===== src/rtl/imem_loader_pkg.sv =====
// Shared definitions for the instruction-memory loader.
// Contents:
//   state_e       - loader FSM states
//   DEPTH_DEFAULT - default instruction-memory capacity in 32-bit words
//   HDR_W         - width of the big-endian word-count header
//   CSUM_W        - width of the XOR checksum byte
//   count_ok()    - header range check (1 <= N <= depth)
package imem_loader_pkg;

  typedef enum logic [2:0] {
    HDR_HI,
    HDR_LO,
    DATA,
    CSUM,
    RUN,
    ERROR
  } state_e;

  localparam int DEPTH_DEFAULT = 256;
  localparam int HDR_W         = 16;
  localparam int CSUM_W        = 8;

  // A zero-length image or one larger than the memory is rejected at the
  // header. This bound is also what keeps the word index from wrapping.
  function automatic logic count_ok(input logic [HDR_W-1:0] n, input int depth);
    return (n != '0) && (int'(n) <= depth);
  endfunction

endpackage


===== src/rtl/imem_loader_byte_packer.sv =====
// Packs a stream of bytes, most significant byte first, into 32-bit words.
// Ports:
//   clk, rst    - clock, asynchronous active-high reset
//   byte_valid  - byte_in is consumed this cycle
//   byte_in     - incoming byte
//   word_done   - the byte consumed this cycle completes a word
//   word_out    - the completed word (meaningful when word_done is 1)
module byte_packer
  import imem_loader_pkg::*;
(
  input  logic        clk,
  input  logic        rst,
  input  logic        byte_valid,
  input  logic [7:0]  byte_in,
  output logic        word_done,
  output logic [31:0] word_out
);

  // Only the three earlier bytes of a word need storing; the fourth is
  // taken straight from byte_in when the word completes.
  logic [23:0] sr_q, sr_d;
  logic [1:0]  cnt_q, cnt_d;

  assign word_done = byte_valid && (cnt_q == 2'd3);
  assign word_out  = {sr_q, byte_in};

  always_comb begin
    // NOTE: every signal written here gets a default first, so no path
    // leaves it unassigned and no latch is inferred.
    sr_d  = sr_q;
    cnt_d = cnt_q;
    if (byte_valid) begin
      sr_d  = {sr_q[15:0], byte_in};
      cnt_d = cnt_q + 2'd1;
    end
  end

  // NOTE: state registers use non-blocking assignments so every flop
  // samples the pre-edge values regardless of statement order.
  always_ff @(posedge clk or posedge rst) begin
    if (rst) begin
      sr_q  <= '0;
      cnt_q <= '0;
    end else begin
      sr_q  <= sr_d;
      cnt_q <= cnt_d;
    end
  end

endmodule


===== src/rtl/imem_loader.sv =====
// Boot loader: receives a byte stream (16-bit big-endian word count N, N
// words MSB first, XOR checksum of the data bytes), writes the words into
// instruction memory at byte addresses 0, 4, 8, ... and then releases the
// CPU, or flags an error.
// Ports:
//   clk, rst     - clock, asynchronous active-high reset
//   in_valid     - loader byte present
//   in_data      - loader byte
//   in_ready     - byte accepted this cycle when in_valid is also 1
//   imem_we      - one-cycle instruction-memory write strobe
//   imem_addr    - word-aligned byte address of the write
//   imem_wdata   - instruction word to write
//   cpu_run      - CPU may fetch and execute (sticky until reset)
//   err          - load failed (sticky until reset)
module imem_loader
  import imem_loader_pkg::*;
#(
  parameter int DEPTH = DEPTH_DEFAULT
) (
  input  logic        clk,
  input  logic        rst,
  input  logic        in_valid,
  input  logic [7:0]  in_data,
  output logic        in_ready,
  output logic        imem_we,
  output logic [31:0] imem_addr,
  output logic [31:0] imem_wdata,
  output logic        cpu_run,
  output logic        err
);

  localparam int IDX_W = (DEPTH > 1) ? $clog2(DEPTH) : 1;

  state_e            state_q, state_d;
  logic [HDR_W-1:0]  count_q, count_d;
  logic [CSUM_W-1:0] csum_q,  csum_d;
  logic [IDX_W-1:0]  idx_q,   idx_d;
  logic              we_q,    we_d;
  logic [31:0]       addr_q,  addr_d;
  logic [31:0]       wdata_q, wdata_d;
  logic              run_q,   run_d;
  logic              err_q,   err_d;

  logic        accept;
  logic        pk_valid;
  logic        pk_done;
  logic [31:0] pk_word;
  logic        last_word;

  // Ready is a decode of the state, forced low while reset is held.
  assign in_ready = !rst && (state_q inside {HDR_HI, HDR_LO, DATA, CSUM});
  assign accept   = in_valid && in_ready;
  assign pk_valid = accept && (state_q == DATA);

  // The word being completed is the last one when its index is N-1.
  assign last_word = (HDR_W'(idx_q) == (count_q - HDR_W'(1)));

  byte_packer u_packer (
    .clk        (clk),
    .rst        (rst),
    .byte_valid (pk_valid),
    .byte_in    (in_data),
    .word_done  (pk_done),
    .word_out   (pk_word)
  );

  always_comb begin
    state_d = state_q;
    count_d = count_q;
    csum_d  = csum_q;
    idx_d   = idx_q;
    we_d    = 1'b0;
    addr_d  = addr_q;
    wdata_d = wdata_q;
    // Both flags follow their terminal state by one cycle and then stick.
    run_d   = run_q || (state_q == RUN);
    err_d   = err_q || (state_q == ERROR);

    unique case (state_q)
      HDR_HI: begin
        if (accept) begin
          count_d = {in_data, 8'h00};
          state_d = HDR_LO;
        end
      end
      HDR_LO: begin
        if (accept) begin
          count_d = {count_q[HDR_W-1:8], in_data};
          state_d = count_ok(count_d, DEPTH) ? DATA : ERROR;
        end
      end
      DATA: begin
        if (accept) begin
          csum_d = csum_q ^ in_data;
          if (pk_done) begin
            we_d    = 1'b1;
            addr_d  = 32'({idx_q, 2'b00});
            wdata_d = pk_word;
            // Hold the index on the last word rather than letting it wrap.
            if (last_word) state_d = CSUM;
            else           idx_d   = idx_q + IDX_W'(1);
          end
        end
      end
      CSUM: begin
        if (accept) state_d = (in_data == csum_q) ? RUN : ERROR;
      end
      default: ;
    endcase
  end

  // NOTE: the instruction memory itself is outside this block; reset clears
  // only the loader's own state, so a previously loaded image survives it.
  always_ff @(posedge clk or posedge rst) begin
    if (rst) begin
      state_q <= HDR_HI;
      count_q <= '0;
      csum_q  <= '0;
      idx_q   <= '0;
      we_q    <= 1'b0;
      addr_q  <= '0;
      wdata_q <= '0;
      run_q   <= 1'b0;
      err_q   <= 1'b0;
    end else begin
      state_q <= state_d;
      count_q <= count_d;
      csum_q  <= csum_d;
      idx_q   <= idx_d;
      we_q    <= we_d;
      addr_q  <= addr_d;
      wdata_q <= wdata_d;
      run_q   <= run_d;
      err_q   <= err_d;
    end
  end

  assign imem_we    = we_q;
  assign imem_addr  = addr_q;
  assign imem_wdata = wdata_q;
  assign cpu_run    = run_q;
  assign err        = err_q;

endmodule


===== config.mk =====
export PLATFORM = sky130hd
export DESIGN_NAME = imem_loader
export DESIGN_NICKNAME = d
export VERILOG_FILES = /design/src/rtl/imem_loader_pkg.sv /design/src/rtl/imem_loader_byte_packer.sv /design/src/rtl/imem_loader.sv
export SDC_FILE = /design/constraint.sdc
export NUM_CORES = 1
export LEC_CHECK = 0
export CAP_MARGIN = 20
export CORE_MARGIN = 3
export CORE_UTILIZATION = 35
export DETAILED_ROUTE_END_ITERATION = 7
export REMOVE_ABC_BUFFERS = 1
export SETUP_SLACK_MARGIN = 0.02
export SYNTH_ARGS = -nofsm -noshare
export SYNTH_HDL_FRONTEND = slang
export SYNTH_SLANG_ARGS = --single-unit

===== constraint.sdc =====
create_clock -name clk -period 7.4 [get_ports clk]
set_input_delay 2.22 -clock clk [delete_from_list [all_inputs] [get_ports clk]]
set_output_delay 2.22 -clock clk [all_outputs]
set_load 0.005 [all_outputs]

==> results of run 1 <==
logic make-up (layout without fill, tap and decap cells):
logic type                 Yosys count  after routing  share of synthesized area [%]
buffers and inverters               53             81                           6.38
DFF                                104            104                           55.5
other                                1             24                         0.0800
adders and majority gates            3              3                          0.801
AOI/OAI and AO/OA                   35             35                           5.50
xor gates and xnor gates            37             37                           6.92
muxes                                8              8                           1.92
and+or+nand+nor                    258            258                           22.9
metal layers:
layer	up-vias	global-route usage, %	wire length, µm
met5	-	0	0
met4	0	4.34	135
met3	13	2.69	501
met2	91	23.3	4630
met1	1628	19.8	4730
li1	1651	-	-
state kept, by name, summed over array words and instances, names as in the netlist:
name and flops:
imem_wdata 32, u_packer.sr_q 24, count_q 16, csum_q 8, idx_q 8, imem_addr 8, state_q 3, u_packer.cnt_q 2
cpu_run 1, err 1, imem_we 1
cell usage in the layout (no fill, tap or decap), drive strengths merged, types with 5 or more instances in the layout:
master,netlist,routed
clkdlybuf4s50,0,54
inv,7,11
conb,1,24
a22o,8,8
mux2,8,8
nor3,7,7
xnor2,25,25
clkbuf,15,11
xor2,12,12
nor4,8,8
nand2,208,208
nand3,8,8
dfrtp,104,104
o21ai,5,5
nor2,10,10
worst max-delay path, cell delays in order:
cell,delay (ps)
clkdlybuf4s50_1,490
nor2_1,200
clkdlybuf4s50_1,550
power by group through the flow:
stage	Combinational, W	Clock [W]	Sequential [W]
after floorplan	0.000150	0	0.000639
after global placement	0.000183	0	0.000648
after detailed placement	0.000192	0	0.000651
after CTS	0.000194	0.000480	0.000639
after global routing	0.000218	0.000505	0.000646
final	0.000194	0.000464	0.000640
metrics by stage:
step           utilization [%]  instance area (µm²)  worst slack [ps]  power, W  hold WS (ps)
6_report                  43.3                 5580              1720   0.00130           474
5_1_grt                   43.3                 5580              1590   0.00137           497
4_1_cts                   43.3                 5580              1710   0.00131           480
3_5_place_dp              41.1                 5290              1710  0.000842           458
3_3_place_gp              41.1                 5290              1700  0.000832           457
2_1_floorplan                -                 4500              2030  0.000789           439
how the worst min path moves through the flow:
stage	from	endpoint	slack, ps	depth (start not counted)
4_1_cts	u_packer.sr_q[23]	imem_wdata[31]	480	2
2_1_floorplan	u_packer.sr_q[16]	imem_wdata[24]	440	2
5_1_grt	imem_addr[9]	imem_addr[9]	500	2
6_report	u_packer.sr_q[23]	imem_wdata[31]	470	2
3_5_place_dp	u_packer.sr_q[17]	imem_wdata[25]	460	2
3_3_place_gp	u_packer.sr_q[19]	imem_wdata[27]	460	2
cell type report:
class                      instances  area, µm²
clock inverter                     5       46.3
fill                            1279       7300
timing repair buffer              58        571
multi-input combinational        365       1870
inverter                           7       28.8
clock buffer                      11        243
tap                              172        215
sequential                       104       2600
==> impl_metrics.env, run 1 <==
export IMPL_skew_ps=12.9
export IMPL_dp_cells=706
export IMPL_synth_top_area_share_pct=55.5
export IMPL_fp_dieH_um=122
export IMPL_clkPwrFrac_pct=35.7
export IMPL_netlist_instances=499
export IMPL_synth_seq_cells=104
export IMPL_p_seq_share_pct=49.3
export IMPL_maxCapViolCount=0
export IMPL_worstReg2RegStart="count_q[0]"
export IMPL_yosys_warnings=0
export IMPL_synthFlopType="dfrtp_1"
export IMPL_cts_root_buf="clkbuf_16"
export IMPL_netlist_top_cells_count="nand2_1, dfrtp_1, xnor2_1"
export IMPL_routedWlPerCell_um=13.9
export IMPL_num_rows=41
export IMPL_hpwl_mm=6.80
export IMPL_grt_antenna_before_repair=0
export IMPL_stdcell_count=722
export IMPL_p_int_w=0.000929
export IMPL_synth_edf_count=0
export IMPL_cts_clk_slew_worst_paths_ps=80
export IMPL_slew_headroom_pct=36.6
export IMPL_grt_max_degree=69
export IMPL_synth_area_leaders="dfrtp_1, nand2_1, xnor2_1"
export IMPL_core_area_mm2=0.0129
export IMPL_route_vias_total=3383
export IMPL_drc=0
export IMPL_cts_resized=0
export IMPL_antenna_left=0
export IMPL_clock_sinks=104
export IMPL_combPwrFrac_pct=15.0
export IMPL_post_cts_buffers=0
export IMPL_track_usage_pct=14.4
export IMPL_yosysMostFrequentCell="nand2_1"
export IMPL_tns_ps=0
export IMPL_slew_violations=0
export IMPL_grt_pass1_vias=3492
export IMPL_async_reset_ff_share_pct=100
export IMPL_die_area_mm2=0.0148
export IMPL_critPathKind="in2out"
export IMPL_ys_types=45
export IMPL_r2r_end="idx_q[1]"
export IMPL_clock_path_buffers=2
export IMPL_io_pins=79
export IMPL_switchingPower_w=0.000369
export IMPL_worst_endpoint_arrival_ps=3460
export IMPL_p_leak_nw=2.80
export IMPL_crit_start="rst"
export IMPL_yosysSeqAreaShare_pct=55.5
export IMPL_layout_min_cycle_time_ps=5680
export IMPL_hp_class="reg2reg"
export IMPL_cts_tree="built"
export IMPL_worst_pin_slew_ps=944
export IMPL_htree_levels=3
export IMPL_start_util_pct=36.4
export IMPL_max_freq_ghz=0.176
export IMPL_period_share_pct=76.7
export IMPL_crit_fanout=3
export IMPL_power_density_mw_per_mm2=233
export IMPL_switching_share_pct=28.4
export IMPL_synth_area_leader_cell="dfrtp_1"
export IMPL_r2r_cells=9
export IMPL_grt_overflow_total=0
export IMPL_holdBufCountCts=0
export IMPL_finalSetupViolCount=0
export IMPL_die_x_um=122
export IMPL_clkLatencyLatePin_ps=340
export IMPL_endpoint="in_ready"
export IMPL_area_growth_pct=19.0
export IMPL_n_antenna_cell=0
export IMPL_final_nets=559
export IMPL_routed_wirelength_mm=10.0
export IMPL_avgSynthCellArea_um2=9.39
export IMPL_hold_viol=0
export IMPL_grt_pass1_wl_mm=17.3
export IMPL_run_status="completed"
export IMPL_synthesis_area_mm2=0.00469
export IMPL_port_buffers=54
export IMPL_rsz0062_at_grt="false"
export IMPL_endpoint_kind="output pin"
export IMPL_cts_buffers=9
export IMPL_vias_per_cell=4.69
export IMPL_drive_above_1_share_pct=5.82
export IMPL_r2r_slack_ps=4380
export IMPL_firstDrtPassIters=4
export IMPL_cp_required_ps=5180
export IMPL_routabilityCongestion=0.899
export IMPL_cp_start_kind="input port"
export IMPL_drt_first_iter_violations=173
export IMPL_vdd_ir_drop_worst_uv=105
Power figures use the tool's default switching activity.
==> run 2, diff against run 1 <==
- clock period: 7.4 -> 5.55 ns (I/O delays scaled with it)
==> impl_metrics.env, run 2 (synthesis gave the netlist of run 1 again) <==
export IMPL_area_growth_pct=20.5
export IMPL_grt_util_met2_pct=22.6
export IMPL_io_pins=79
export IMPL_drt_first_iter_violations=189
export IMPL_grtUsageMet3_pct=2.88
export IMPL_htree_levels=3
export IMPL_drc=0
export IMPL_postLayoutCellArea_mm2=0.00565
export IMPL_drive_above_1_share_pct=5.99
export IMPL_worstHoldEndpoint="imem_wdata[31]"
export IMPL_cts_resized=0
export IMPL_grt_max_degree=75
export IMPL_cp_start_kind="input port"
export IMPL_p_leak_nw=2.83
export IMPL_hold_path_startpoint="u_packer.sr_q[23]"
export IMPL_slew_headroom_pct=35.1
export IMPL_track_usage_pct=14.4
export IMPL_maxCapViolCount=0
export IMPL_grt_antenna_before_repair=0
export IMPL_slew_violations=0
export IMPL_antenna_left=0
export IMPL_worstReg2RegStart="count_q[0]"
export IMPL_start_util_pct=36.4
export IMPL_skew_ps=5.47
export IMPL_rsz0062_at_grt="false"
export IMPL_finalSetupViolCount=0
export IMPL_routedWlPerCell_um=13.7
export IMPL_grt_busiest_layer="met2"
export IMPL_route_vias_total=3426
export IMPL_worst_pin_slew_ps=966
export IMPL_clock_path_buffers=2
export IMPL_die_area_mm2=0.0148
export IMPL_cts_root_buf="clkbuf_16"
export IMPL_place_area_mm2=0.00530
export IMPL_clkLatencyLatePin_ps=340
export IMPL_firstDrtPassIters=4
export IMPL_power_density_mw_per_mm2=327
export IMPL_hp_class="reg2reg"
export IMPL_hpwl_mm=6.69
export IMPL_num_rows=41
export IMPL_vias_per_cell=4.74
export IMPL_post_cts_buffers=0
export IMPL_grt_use_met1_pct=19.8
export IMPL_routabilityCongestion=0.888
export IMPL_vdd_ir_drop_worst_uv=154
export IMPL_clock_sinks=104
export IMPL_hold_viol=0
export IMPL_cts_tree="built"
export IMPL_run_status="completed"
export IMPL_n_antenna_cell=0
export IMPL_worst_endpoint_arrival_ps=2920
export IMPL_die_x_um=122
export IMPL_endpoint_kind="output pin"
export IMPL_cp_required_ps=3880
export IMPL_mostFrequentLayoutCell="nand2_1"
export IMPL_final_nets=560
export IMPL_mostFrequentLayoutCells="nand2_1, dfrtp_1, clkdlybuf4s50_1, xnor2_1, conb_1"
export IMPL_cts_clk_slew_worst_paths_ps=60
export IMPL_period_share_pct=82.6
export IMPL_grt_overflow_total=0
export IMPL_critPathKind="in2out"
export IMPL_tns_ps=0
export IMPL_r2r_cells=9
export IMPL_fp_dieH_um=122
export IMPL_cts_buffers=9
export IMPL_core_area_mm2=0.0129
export IMPL_r2r_end="idx_q[1]"
export IMPL_routed_wirelength_mm=9.87
export IMPL_port_buffers=54
export IMPL_holdBufCountCts=0
export IMPL_grt_pass1_wl_mm=17.2
export IMPL_layout_min_cycle_time_ps=4590
export IMPL_largest_register_ffs=32
export IMPL_r2r_slack_ps=2490
export IMPL_hold_depth=2
export IMPL_grt_pass1_vias=3424
export IMPL_max_freq_ghz=0.218
export IMPL_crit_fanout=3
[run 2: power breakdown]
group | leakage, nW | internal [W] | switching (W)
sequential | 1.42 | 0.000799 | 0.0000537
clock | 0.172 | 0.000458 | 0.000277
combinational | 1.24 | 0.000114 | 0.000143
[run 2: worst max path at each step]
stage	to	depth (start not counted)	slack [ps]	startpoint
after floorplan	idx_q[1]	8	740	rst
after global placement	in_ready	3	960	rst
after detailed placement	in_ready	3	950	rst
after CTS	in_ready	3	960	rst
after global routing	in_ready	3	900	rst
final	in_ready	3	960	rst
[run 2: stage by stage]
stage | util (%) | setup WS [ps] | cells | total power [W] | hold slack [ps]
floorplan | - | 737 | 476 | 0.00105 | 439
global placement | 41.1 | 961 | 707 | 0.00111 | 458
detailed placement | 41.1 | 953 | 707 | 0.00112 | 449
CTS | 43.9 | 956 | 723 | 0.00186 | 476
global route | 43.9 | 899 | 723 | 0.00195 | 497
finish | 43.9 | 965 | 723 | 0.00185 | 473
[run 2: area by class of cell]
| class | instances | area (µm²) |
|---|---|---|
| Inverter | 7 | 28.8 |
| Timing Repair Buffer | 59 | 578 |
| Tap cell | 172 | 215 |
| Clock inverter | 5 | 110 |
| Multi-Input combinational cell | 365 | 1870 |
| Clock buffer | 11 | 243 |
| Fill cell | 1265 | 7230 |
| Sequential cell | 104 | 2600 |
[run 2: worst max-delay path: stages]
cell and delay [ps]:
clkdlybuf4s50_1 490, nor2_1 200, clkdlybuf4s50_1 560
[run 2: layer usage]
metal / up-vias / wire length, µm
li1: 1664 / -
met1: 1653 / 4580
met2: 91 / 4540
met3: 18 / 547
met4: 0 / 199
met5: - / 0
==> run 3, diff against run 2 <==
- clock period: 5.55 -> 4.5 ns (I/O delays scaled with it)
==> impl_metrics.env, run 3 (synthesis gave the netlist of run 1 again) <==
export IMPL_hp_class="reg2reg"
export IMPL_mostFrequentLayoutCells="nand2_1, dfrtp_1, clkdlybuf4s50_1, xnor2_1, conb_1"
export IMPL_cts_buffers=9
export IMPL_slew_headroom_pct=39.6
export IMPL_fp_dieH_um=122
export IMPL_die_x_um=122
export IMPL_timing_hold_ws_ps=472
export IMPL_start_util_pct=36.4
export IMPL_mostFrequentLayoutCell="nand2_1"
export IMPL_crit_start="rst"
export IMPL_cts_root_buf="clkbuf_16"
export IMPL_route_vias_total=3432
export IMPL_routed_wirelength_mm=9.94
export IMPL_final_nets=560
export IMPL_largest_register_ffs=32
export IMPL_grt_max_degree=58
export IMPL_combPwrFrac_pct=14.6
export IMPL_hpwl_mm=6.74
export IMPL_die_area_mm2=0.0148
export IMPL_power_density_mw_per_mm2=388
export IMPL_clock_path_buffers=2
export IMPL_switching_share_pct=27.5
export IMPL_endpoint_kind="output pin"
export IMPL_worstReg2RegStart="count_q[0]"
export IMPL_worst_endpoint_arrival_ps=2590
export IMPL_vdd_ir_drop_worst_uv=212
export IMPL_period_share_pct=87.5
export IMPL_clock_sinks=104
export IMPL_num_rows=41
export IMPL_drc=0
export IMPL_drive_above_1_share_pct=5.99
export IMPL_track_usage_pct=14.2
export IMPL_cts_clk_slew_worst_paths_ps=70
export IMPL_run_status="completed"
export IMPL_layout_min_cycle_time_ps=3940
export IMPL_grt_overflow_total=0
export IMPL_antenna_left=0
export IMPL_routedWlPerCell_um=13.7
export IMPL_critPathKind="in2out"
export IMPL_n_antenna_cell=0
export IMPL_area_growth_pct=19.8
export IMPL_cts_resized=0
export IMPL_clkPwrFrac_pct=36.9
export IMPL_finalSetupViolCount=0
export IMPL_p_int_w=0.00158
export IMPL_crit_fanout=3
export IMPL_post_cts_buffers=0
export IMPL_p_leak_nw=2.81
export IMPL_cts_tree="built"
export IMPL_maxCapViolCount=0
export IMPL_firstDrtPassIters=4
export IMPL_clkLatencyLatePin_ps=340
export IMPL_switchingPower_w=0.000598
export IMPL_core_area_mm2=0.0129
export IMPL_hold_viol=0
export IMPL_routabilityCongestion=0.812
export IMPL_hold_depth=2
export IMPL_drt_first_iter_violations=175
export IMPL_vias_per_cell=4.75
export IMPL_rsz0062_at_grt="false"
export IMPL_skew_ps=6.35
export IMPL_io_pins=79
export IMPL_tns_ps=0
export IMPL_max_freq_ghz=0.254
export IMPL_worst_pin_slew_ps=904
export IMPL_htree_levels=3
export IMPL_r2r_cells=9
export IMPL_holdBufCountCts=0
export IMPL_grt_pass1_vias=3301
export IMPL_port_buffers=54
export IMPL_cp_start_kind="input port"
export IMPL_slew_violations=0
export IMPL_grt_antenna_before_repair=0
export IMPL_grt_pass1_wl_mm=16.8
export IMPL_hold_path_startpoint="imem_addr[8]"
export IMPL_p_seq_share_pct=48.5
export IMPL_cp_required_ps=3150
==> run 3: changes by cell type in the layout (fill, tap and decap cells not counted) <==
| cell | previous run | this run |
|---|---|---|
| buf_12 | 0 | 1 |
| inv_6 | 1 | 2 |
| buf_4 | 5 | 4 |
| bufinv_16 | 3 | 1 |
| inv_8 | 1 | 0 |
| clkinvlp_4 | 0 | 2 |
==> run 3: per-layer routing <==
layer / global-route usage [%] / vias up / part of all wire [%]
met3: 3.44 / 13 / 5.1
met5: 0 / - / 0
met1: 19.8 / 1675 / 47
met2: 22.3 / 92 / 47
li1: - / 1652 / -
met4: 3.43 / 0 / 1.1
==> run 3: power groups by stage <==
stage	Clock, W	Combinational, W	Sequential (W)
final	0.000802	0.000318	0.00106
after global routing	0.000864	0.000355	0.00106
after CTS	0.000824	0.000318	0.00105
after global placement	0	0.000303	0.00107
after detailed placement	0	0.000315	0.00107
after floorplan	0	0.000246	0.00105
==> run 3: through the flow <==
stage | setup slack, ps | utilization (%) | total power (W) | cells | cell area, µm²
floorplan | 2.41 | - | 0.00130 | 476 | 4500
global placement | 538 | 41.2 | 0.00137 | 707 | 5310
detailed placement | 544 | 41.2 | 0.00139 | 707 | 5310
CTS | 544 | 43.6 | 0.00220 | 723 | 5610
global route | 475 | 43.6 | 0.00228 | 723 | 5610
finish | 564 | 43.6 | 0.00218 | 723 | 5610
==> run 3: path summary, 6_finish.rpt <==
path                                          end  slack, ps
worst max-delay path                     in_ready        560
min in group asynchronous           imem_wdata[0]       1510
worst min-delay path                 imem_addr[8]        470
max in group asynchronous       u_packer.sr_q[18]       2270
worst max register to register           idx_q[1]       1450
worst min register to register       imem_addr[8]        470
==> run 3: cell type report <==
type,count,area (µm²)
Timing Repair Buffer,59,591
Clock inverter,5,62.6
Clock buffer,11,243
Multi-Input combinational cell,365,1870
Inverter,7,28.8
Fill cell,1271,7260
Tap cell,172,215
Sequential cell,104,2600
==> run 3: worst max-delay path: stages <==
cell and delay, ps:
clkdlybuf4s50_1 490, nor2_1 190, clkdlybuf4s50_1 550
